<file path="src/rtl/dft_seq_ctrl.sv">
// dft_seq_ctrl: sequencer for the direct-DFT datapath.
// Loads N samples into the compute cache, then for every bin k clears the
// accumulator, walks n = 0..N-1 with twiddle index (n*k) mod N, strobes the
// bin result, and finally strobes done.
// Optional feature: define DFT_SEQ_CTRL_ABORT_EN to add the `abort` input.
module dft_seq_ctrl #(
  parameter int AW = 12
) (
  input  logic          clk,
  input  logic          nrst,
  input  logic          ce,
  input  logic          start,
  input  logic [AW-1:0] sample_num,
`ifdef DFT_SEQ_CTRL_ABORT_EN
  input  logic          abort,
`endif
  output logic          busy,
  output logic          load_ncompute,
  output logic          cache_we,
  output logic [AW-1:0] cache_adr,
  output logic [AW-1:0] n_idx,
  output logic [AW-1:0] k_idx,
  output logic [AW-1:0] tw_idx,
  output logic          acc_clear,
  output logic          acc_en,
  output logic          bin_valid,
  output logic          done
);

  typedef enum logic [2:0] {
    S_IDLE, S_LOAD, S_CLEAR, S_COMPUTE, S_DUMP, S_DONE
  } state_t;

  state_t        state, state_nx;
  logic [AW-1:0] nm1, nm1_nx;
  logic [AW-1:0] adr_q, adr_nx;
  logic [AW-1:0] n_q, n_nx;
  logic [AW-1:0] k_q, k_nx;
  logic [AW-1:0] tw_q, tw_nx;

  // Transform length and twiddle sum need one extra bit: N can be 2**AW and
  // tw+k can reach 2N-2.
  logic [AW:0]   n_len;
  logic [AW:0]   tw_sum;
  logic [AW:0]   tw_wrapped;
  logic [AW-1:0] tw_step;
  logic          tw_unused;
  logic          abort_req;

  assign n_len      = {1'b0, nm1} + (AW+1)'(1);
  assign tw_sum     = {1'b0, tw_q} + {1'b0, k_q};
  assign tw_wrapped = (tw_sum >= n_len) ? (tw_sum - n_len) : tw_sum;
  assign tw_step    = tw_wrapped[AW-1:0];
  assign tw_unused  = tw_wrapped[AW];

`ifdef DFT_SEQ_CTRL_ABORT_EN
  assign abort_req = abort;
`else
  assign abort_req = 1'b0;
`endif

  assign busy          = (state != S_IDLE);
  assign load_ncompute = (state == S_IDLE) || (state == S_LOAD);
  assign cache_adr     = adr_q;
  assign n_idx         = n_q;
  assign k_idx         = k_q;
  assign tw_idx        = tw_q;

  // Next-state, counter update and ce-qualified strobe decode.
  always_comb begin
    // NOTE: every signal driven here gets a default first, so no path can infer a latch.
    state_nx  = state;
    nm1_nx    = nm1;
    adr_nx    = adr_q;
    n_nx      = n_q;
    k_nx      = k_q;
    tw_nx     = tw_q;
    cache_we  = 1'b0;
    acc_clear = 1'b0;
    acc_en    = 1'b0;
    bin_valid = 1'b0;
    done      = 1'b0;
    if (ce) begin
      case (state)
        S_IDLE: begin
          if (start) begin
            state_nx = S_LOAD;
            nm1_nx   = sample_num;
            adr_nx   = '0;
          end
        end
        S_LOAD: begin
          cache_we = 1'b1;
          if (adr_q == nm1) begin
            state_nx = S_CLEAR;
            k_nx     = '0;
          end else begin
            adr_nx = adr_q + AW'(1);
          end
        end
        S_CLEAR: begin
          acc_clear = 1'b1;
          n_nx      = '0;
          tw_nx     = '0;
          state_nx  = S_COMPUTE;
        end
        S_COMPUTE: begin
          acc_en = 1'b1;
          if (n_q == nm1) begin
            state_nx = S_DUMP;
          end else begin
            n_nx  = n_q + AW'(1);
            tw_nx = tw_step;
          end
        end
        S_DUMP: begin
          bin_valid = 1'b1;
          if (k_q == nm1) begin
            state_nx = S_DONE;
          end else begin
            k_nx     = k_q + AW'(1);
            state_nx = S_CLEAR;
          end
        end
        S_DONE: begin
          done     = 1'b1;
          state_nx = S_IDLE;
        end
        default: state_nx = S_IDLE;
      endcase
      // Abort drops the transform; the strobe of the current cycle still stands.
      if (abort_req && (state != S_IDLE)) begin
        state_nx = S_IDLE;
        nm1_nx   = '0;
        adr_nx   = '0;
        n_nx     = '0;
        k_nx     = '0;
        tw_nx    = '0;
      end
    end
  end

  // State and counter registers with synchronous active-low reset.
  always_ff @(posedge clk) begin
    // NOTE: sequential state uses non-blocking assignments so every flop samples pre-edge values.
    if (!nrst) begin
      // NOTE: these are plain flops (no RAM here), so every one of them is reset.
      state <= S_IDLE;
      nm1   <= '0;
      adr_q <= '0;
      n_q   <= '0;
      k_q   <= '0;
      tw_q  <= '0;
    end else begin
      state <= state_nx;
      nm1   <= nm1_nx;
      adr_q <= adr_nx;
      n_q   <= n_nx;
      k_q   <= k_nx;
      tw_q  <= tw_nx;
    end
  end

endmodule
</file>
<file path="config.mk">
export PLATFORM = sky130hd
export DESIGN_NAME = dft_seq_ctrl
export DESIGN_NICKNAME = d
export VERILOG_FILES = /design/src/rtl/dft_seq_ctrl.sv
export SDC_FILE = /design/constraint.sdc
export NUM_CORES = 1
export LEC_CHECK = 0
export CORE_MARGIN = 2
export CORE_UTILIZATION = 45
export CTS_CLUSTER_SIZE = 10
export DETAILED_ROUTE_END_ITERATION = 8
export PLACE_DENSITY = 0.73
export SLEW_MARGIN = 30
export SYNTH_ARGS = -nofsm -noshare
export SYNTH_HDL_FRONTEND = slang
export SYNTH_SLANG_ARGS = --single-unit
</file>
<file path="constraint.sdc">
create_clock -name clk -period 6.67 [get_ports clk]
set_input_delay 0.667 -clock clk [delete_from_list [all_inputs] [get_ports clk]]
set_output_delay 0.667 -clock clk [all_outputs]
set_load 0.005 [all_outputs]
</file>
======== After elaboration in Yosys (flattened, before gate mapping) ========
Cells that the tools add are included.
operators by class
  add/subtract/negate cells ............... 6
  multiply operators ...................... 0
  divide/modulo/power cells ............... 0
  magnitude comparators ................... 1
  equal/unequal tests ..................... 14
  shifts and indexed selects .............. 0
  mux-type cells .......................... 26
  bitwise operators ....................... 0
  reductions and logical operators ........ 11
operators with widths
  kind                                                   number
  one-hot mux 12 bit (2 select lines)                    4
  two-way mux 12 bit                                     7
  adder 12 x 1 -> 12 bit, second input constant          3
  == test 12 bit                                         3
  one-hot mux 3 bit (5 select lines)                     1
  adder 12 x 1 -> 13 bit, second input constant          1
  adder 12 x 12 -> 13 bit                                1
  greater-or-equal comparator 13 bit                     1
  two-way mux 3 bit                                      4
  AND reduction 4 bit                                    3
  subtractor 12 bit                                      1
  two-way mux 1 bit                                      10
  inequality test 2 bit, second input constant           5
  == test 3 x 2 -> 1 bit, second input constant          2
  == test 3 bit, second input constant                   2
  AND reduction 3 bit                                    2
  nonzero test 2 bit                                     3
  == test 3 x 1 -> 1 bit, second input constant          1
  zero test 3 bit                                        1
  nonzero test 3 bit                                     1
  inequality test 2 x 1 -> 1 bit, second input constant  1
  logical OR 1 bit                                       1
storage, ports and cells
  flip-flop bits (word level) ............. 63
  latch bits .............................. 0
  bits in writable memories ............... 0
  memory bits (read-only) ................. 0
  input bits .............................. 16
  output and inout bits ................... 55
  memories ................................ 0

======== Longest topological paths before layout ========
  word-level depth ........................ 5
  mapped depth ............................ 16
  depth with buffers taken out ............ 15

======== Worst setup path before layout ========
No wires, ideal clock.
  kind .................................... reg2reg
  start point ............................. reg k_q[0] (netlist: k_idx[0])
  end point ............................... reg tw_q[4] (netlist: tw_idx[4])
  library setup time ...................... 0.086 ns
  data arrival time ....................... 3.442 ns
  required time ........................... 6.584 ns
  setup slack ............................. 3.143 ns
  cell stages (with the launch flop) ...... 16
  path through ............................ dfxtp_1 ha_1 fa_1 a211oi_1 o21bai_1 a21o_1 a311o_1 ha_1 a21o_1 a21oi_1 o41ai_1 a21oi_1 o21ai_2 buf_12 mux2i_1 a211oi_1
between the ends
  longest elaborated chain between the ends .. 5
  elaborated cells on any way between the ends .. 6
RTL lines
  item                                                                     RTL line  RTL
  start, declared                                                          38        logic [AW-1:0] k_q, k_nx;
  start signal, assigned                                                   159       k_q <= k_nx;
  adder 12 x 12 -> 13 bit (*)                                              51        assign tw_sum = {1'b0, tw_q} + {1'b0, k_q};
  subtractor 12 bit or greater-or-equal comparator 13 bit (tied branches)  52        assign tw_wrapped = (tw_sum >= n_len) ? (tw_sum - n_len) : tw_sum;
  two-way mux 12 bit (*)                                                   52
  two-way mux 12 bit (*)                                                   109       if (n_q == nm1) begin
  one-hot mux 12 bit (2 select lines) (*)                                  84        case (state)
  end signal, assigned                                                     160       tw_q <= tw_nx;
  end, declared                                                            39        logic [AW-1:0] tw_q, tw_nx;
Every way passes the cells marked *; elsewhere a longest branch is shown, timed or not. The select of a mux whose other input is x is not followed.
A chain may end at the register's enable or synchronous reset.

======== Worst setup path after layout ========
  start point ............................. reg k_q[0] (netlist: k_idx[0])
  end point ............................... reg tw_q[1] (netlist: tw_idx[1])
The elaborated chain is that of the path after synthesis.

==> flow_metrics.py <==
metrics = {
    "route": {
        "vias_per_cell": 5.573,
        "final_antenna_net_count": 0,
        "drt_iter0_markers": 196,
        "wirelength_mm": 12.23,
        "routedWlPerCell_um": 16.38,
        "num_vias": 4163,
        "route.detailed.drc": 0,
        "firstDrtPassIters": 4,
    },
    "logic_synthesis": {
        "ys.flop_type": "dfxtp_1",
        "synth.avg_cell_area_um2": 8.179,
        "synth_xor_area_frac": 0.1813,
        "ys_types": 59,
        "synth-async-reset-ratio": 0,
        "synth_mux_area_frac": 0.03054,
        "ys_warn_count": 0,
        "synth_fa_ha_area_frac": 0.08781,
        "synth-edff-count": 0,
        "postSynthCellCount": 561,
        "seq_area_frac_synth": 0.2749,
        "syn_area_um2": 4588,
        "synth_seq_cells": 63,
        "synth_compound_area_frac": 0.1612,
        "synthSimpleGateAreaFrac": 0.2021,
        "synth_nets": 608,
        "synth_top_family_by_area": "simple AND/OR/NAND/NOR gates",
    },
    "timing": {
        "maxSlewViolCount": 0,
        "rsz0062_at_grt": "false",
        "fin_skew_ns": 0.01163,
        "setup_tns_ns": 0,
        "tightest_slew_ns": 0.8366,
        "hold_violations": 0,
        "period_share": 0.6357,
        "finalSetupViolCount": 0,
        "fin_crit_ns": 4.240,
        "fmax_mhz": 235.8,
        "relSlewSlack": 0.4417,
    },
    "die": {
        "die_h_um": 105.0,
        "dieArea_um2": 11020,
        "rows": 36,
        "die_w_um": 105.0,
        "ioPinCount": 71,
        "core_um2": 9819,
        "start_util": 0.4673,
    },
    "cts": {
        "cts_made_buffers": 9,
        "cts_buffer_depth": 2,
        "cts-root-buf": "clkbuf_8",
        "hold_buffers": 0,
        "cts_sinks": 63,
        "cts-resized-gates": 0,
        "insertion_delay_ns": 0.35,
        "htreeDepth": 3,
        "cts_tree": "yes",
        "path_clk_slew_ns": 0.08,
        "cts_setup_buffers": 0,
    },
    "place": {
        "gp_congestion": 0.9329,
        "port_buffers": 70,
        "hpwl_mm": 9.217,
    },
    "pwr": {
        "p_per_area_nw_per_um2": 183.8,
        "sw_frac_of_total": 0.2890,
        "irDropWorstVdd_mv": 0.1162,
        "intPower_uw": 716.7,
        "combPwrFrac": 0.195,
        "switchingPower_uw": 291.3,
        "clockPowerShare": 0.402,
        "sequentialPowerShare": 0.403,
        "power_leakage_nw": 2.149,
        "power_mw": 1.008,
    },
    "worst_setup_path": {
        "crit_path_max_incr_delay_ns": 0.67,
        "crit_required_ns": 6.92,
        "cp_max_fo": 12,
        "slowest_stage": "o21ai_2",
        "cp_cell_sequence": "ha_1 -> fa_1 -> a211oi_1 -> o21bai_1 -> a21o_1 -> xor2_1 -> ha_1 -> nand4_1 -> nor2_1 -> a2bb2oi_1 -> nor2_1 -> o21ai_2 -> mux2i_1 -> a211oi_1",
        "reg2reg_slack_ns": 2.43,
        "cp.arrival_ns": 4.49,
        "start_kind": "flip-flop",
        "end_kind": "flip-flop",
        "critical_path_class": "flip-flop to flip-flop",
        "reg2reg_depth": 14,
    },
    "hold_path": {
        "hold_path_class": "flip-flop to flip-flop",
        "holdPathStages": 2,
    },
    "grt": {
        "antenna_found_initial": 0,
        "overflow": 0,
        "grt_pass1_vias": 4002,
        "grt_max_degree": 31,
        "grt_use_total": 0.2236,
        "grt_first_pass_wirelength_mm": 19.90,
    },
    "finish": {
        "layout-drive-gt1-share": 0.04560,
        "fillCellCount": 929,
        "antenna_cells": 0,
        "area_delta_synth_final_pct": 19.53,
        "final_nets": 656,
    },
    "flow_run": {
        "drv_cap": 0,
    },
    "outcome": {
        "outcome": "completed",
    },
}
[cells in the final DEF (no fill, tap or decap), types with 3 or more instances in the layout]
cell / netlist / layout
clkdlybuf4s50_1: 0 / 70
dfxtp_1: 63 / 63
nor2_1: 62 / 62
nand2_1: 53 / 53
xor2_1: 48 / 48
xnor2_1: 47 / 47
a21oi_1: 36 / 36
ha_1: 29 / 29
nand4_1: 24 / 24
nand3_1: 18 / 18
mux2i_1: 14 / 14
a211oi_1: 13 / 13
inv_1: 13 / 13
clkbuf_8: 3 / 12
and3_1: 11 / 11
o21ai_0: 8 / 8
a21o_1: 7 / 7
o21a_1: 5 / 5
nor3_1: 6 / 5
o21ai_1: 5 / 5
nand2b_1: 5 / 5
o21bai_1: 4 / 4
o211ai_1: 4 / 4
and2_1: 4 / 4
a31oi_1: 4 / 4
o22ai_1: 3 / 3
nor3_2: 2 / 3
nor4_1: 3 / 3
[state kept, by name (all words and copies together), names as in the netlist]
| signal | count |
|---|---|
| cache_adr | 12 |
| tw_idx | 12 |
| n_idx | 12 |
| nm1 | 12 |
| k_idx | 12 |
| state | 3 |
[worst paths after layout]
path             start         to
max reg2reg   k_idx[0]  tw_idx[1]
min reg2reg  tw_idx[9]  tw_idx[9]
min          tw_idx[9]  tw_idx[9]
max           k_idx[0]  tw_idx[1]
[final cells by class]
class	instances	area (um2)	share of cell area
tap	133	166.4	0.03034
inverter	14	52.55	0.009582
clock buffer	12	165.2	0.03012
clock inverter	4	76.32	0.01392
timing repair buffer	72	715.7	0.1305
multi-input combinational	449	3047	0.5556
sequential	63	1261	0.2300
[cells in the mapped netlist (all sizes together) (3+ instances only)]
cell,number,area [um2]
inv,14,52.55
nor2,62,232.7
clkbuf,13,80.07
dfxtp,63,1261
a31oi,4,25.02
o21ai,15,82.58
nand2,53,198.9
a21o,8,61.31
and3,11,68.82
xnor2,47,411.6
o22ai,3,18.77
nand4,24,150.1
and2,4,25.02
nand2b,5,31.28
buf,22,152.7
a211oi,13,97.59
nor3,8,50.05
nand3,18,90.09
nor2b,3,21.27
o21bai,4,30.03
ha,29,362.9
nor4,3,18.77
o211ai,4,30.03
a21oi,36,180.2
mux2i,14,140.1
o21a,5,37.54
xor2,48,420.4
[layer usage]
| metal | track usage | wire (um) | vias to the layer above |
|---|---|---|---|
| li1 | - | - | 2069 |
| met1 | 0.2956 | 5590 | 1933 |
| met2 | 0.3660 | 5692 | 139 |
| met3 | 0.04055 | 699 | 22 |
| met4 | 0.07619 | 251 | 0 |
| met5 | 0 | 0 | - |
[cell families after synthesis]
family / Yosys count
and+or+nand+nor: 197
AOI/OAI and AO/OA: 112
xor gates and xnor gates: 95
DFF: 63
buffers and inverters: 49
adders and majority gates: 31
muxes: 14
[worst max-delay path: cells and delay by family, from the launching register on]
family                     cells  cell delay, ns
and+or+nand+nor                3            0.41
AOI/OAI and AO/OA              6            1.89
muxes                          1            0.16
adders and majority gates      3            1.11
xor gates and xnor gates       1            0.18
DFF                            1            0.38
[per-stage QoR]
step                area, um2  hold WS (ns)    util  worst slack (ns)  instances
global placement         5243        0.4705  0.5339             2.716        731
finish                   5484        0.4935  0.5585             2.430        747
detailed placement       5243        0.4764  0.5339             2.522        731
floorplan                4588        0.4508       -             3.143        561
CTS                      5484        0.4864  0.5585             2.496        747
global route             5484        0.5024  0.5585             2.096        747
[power by group through the flow]
stage	sequential [mW]	clock, mW	combinational [mW]
floorplan	0.396	0	0.170
global placement	0.414	0	0.190
detailed placement	0.415	0	0.195
CTS	0.406	0.408	0.196
global route	0.408	0.425	0.216
finish	0.406	0.405	0.197
Note: power is estimated with default switching activity, not from simulation.
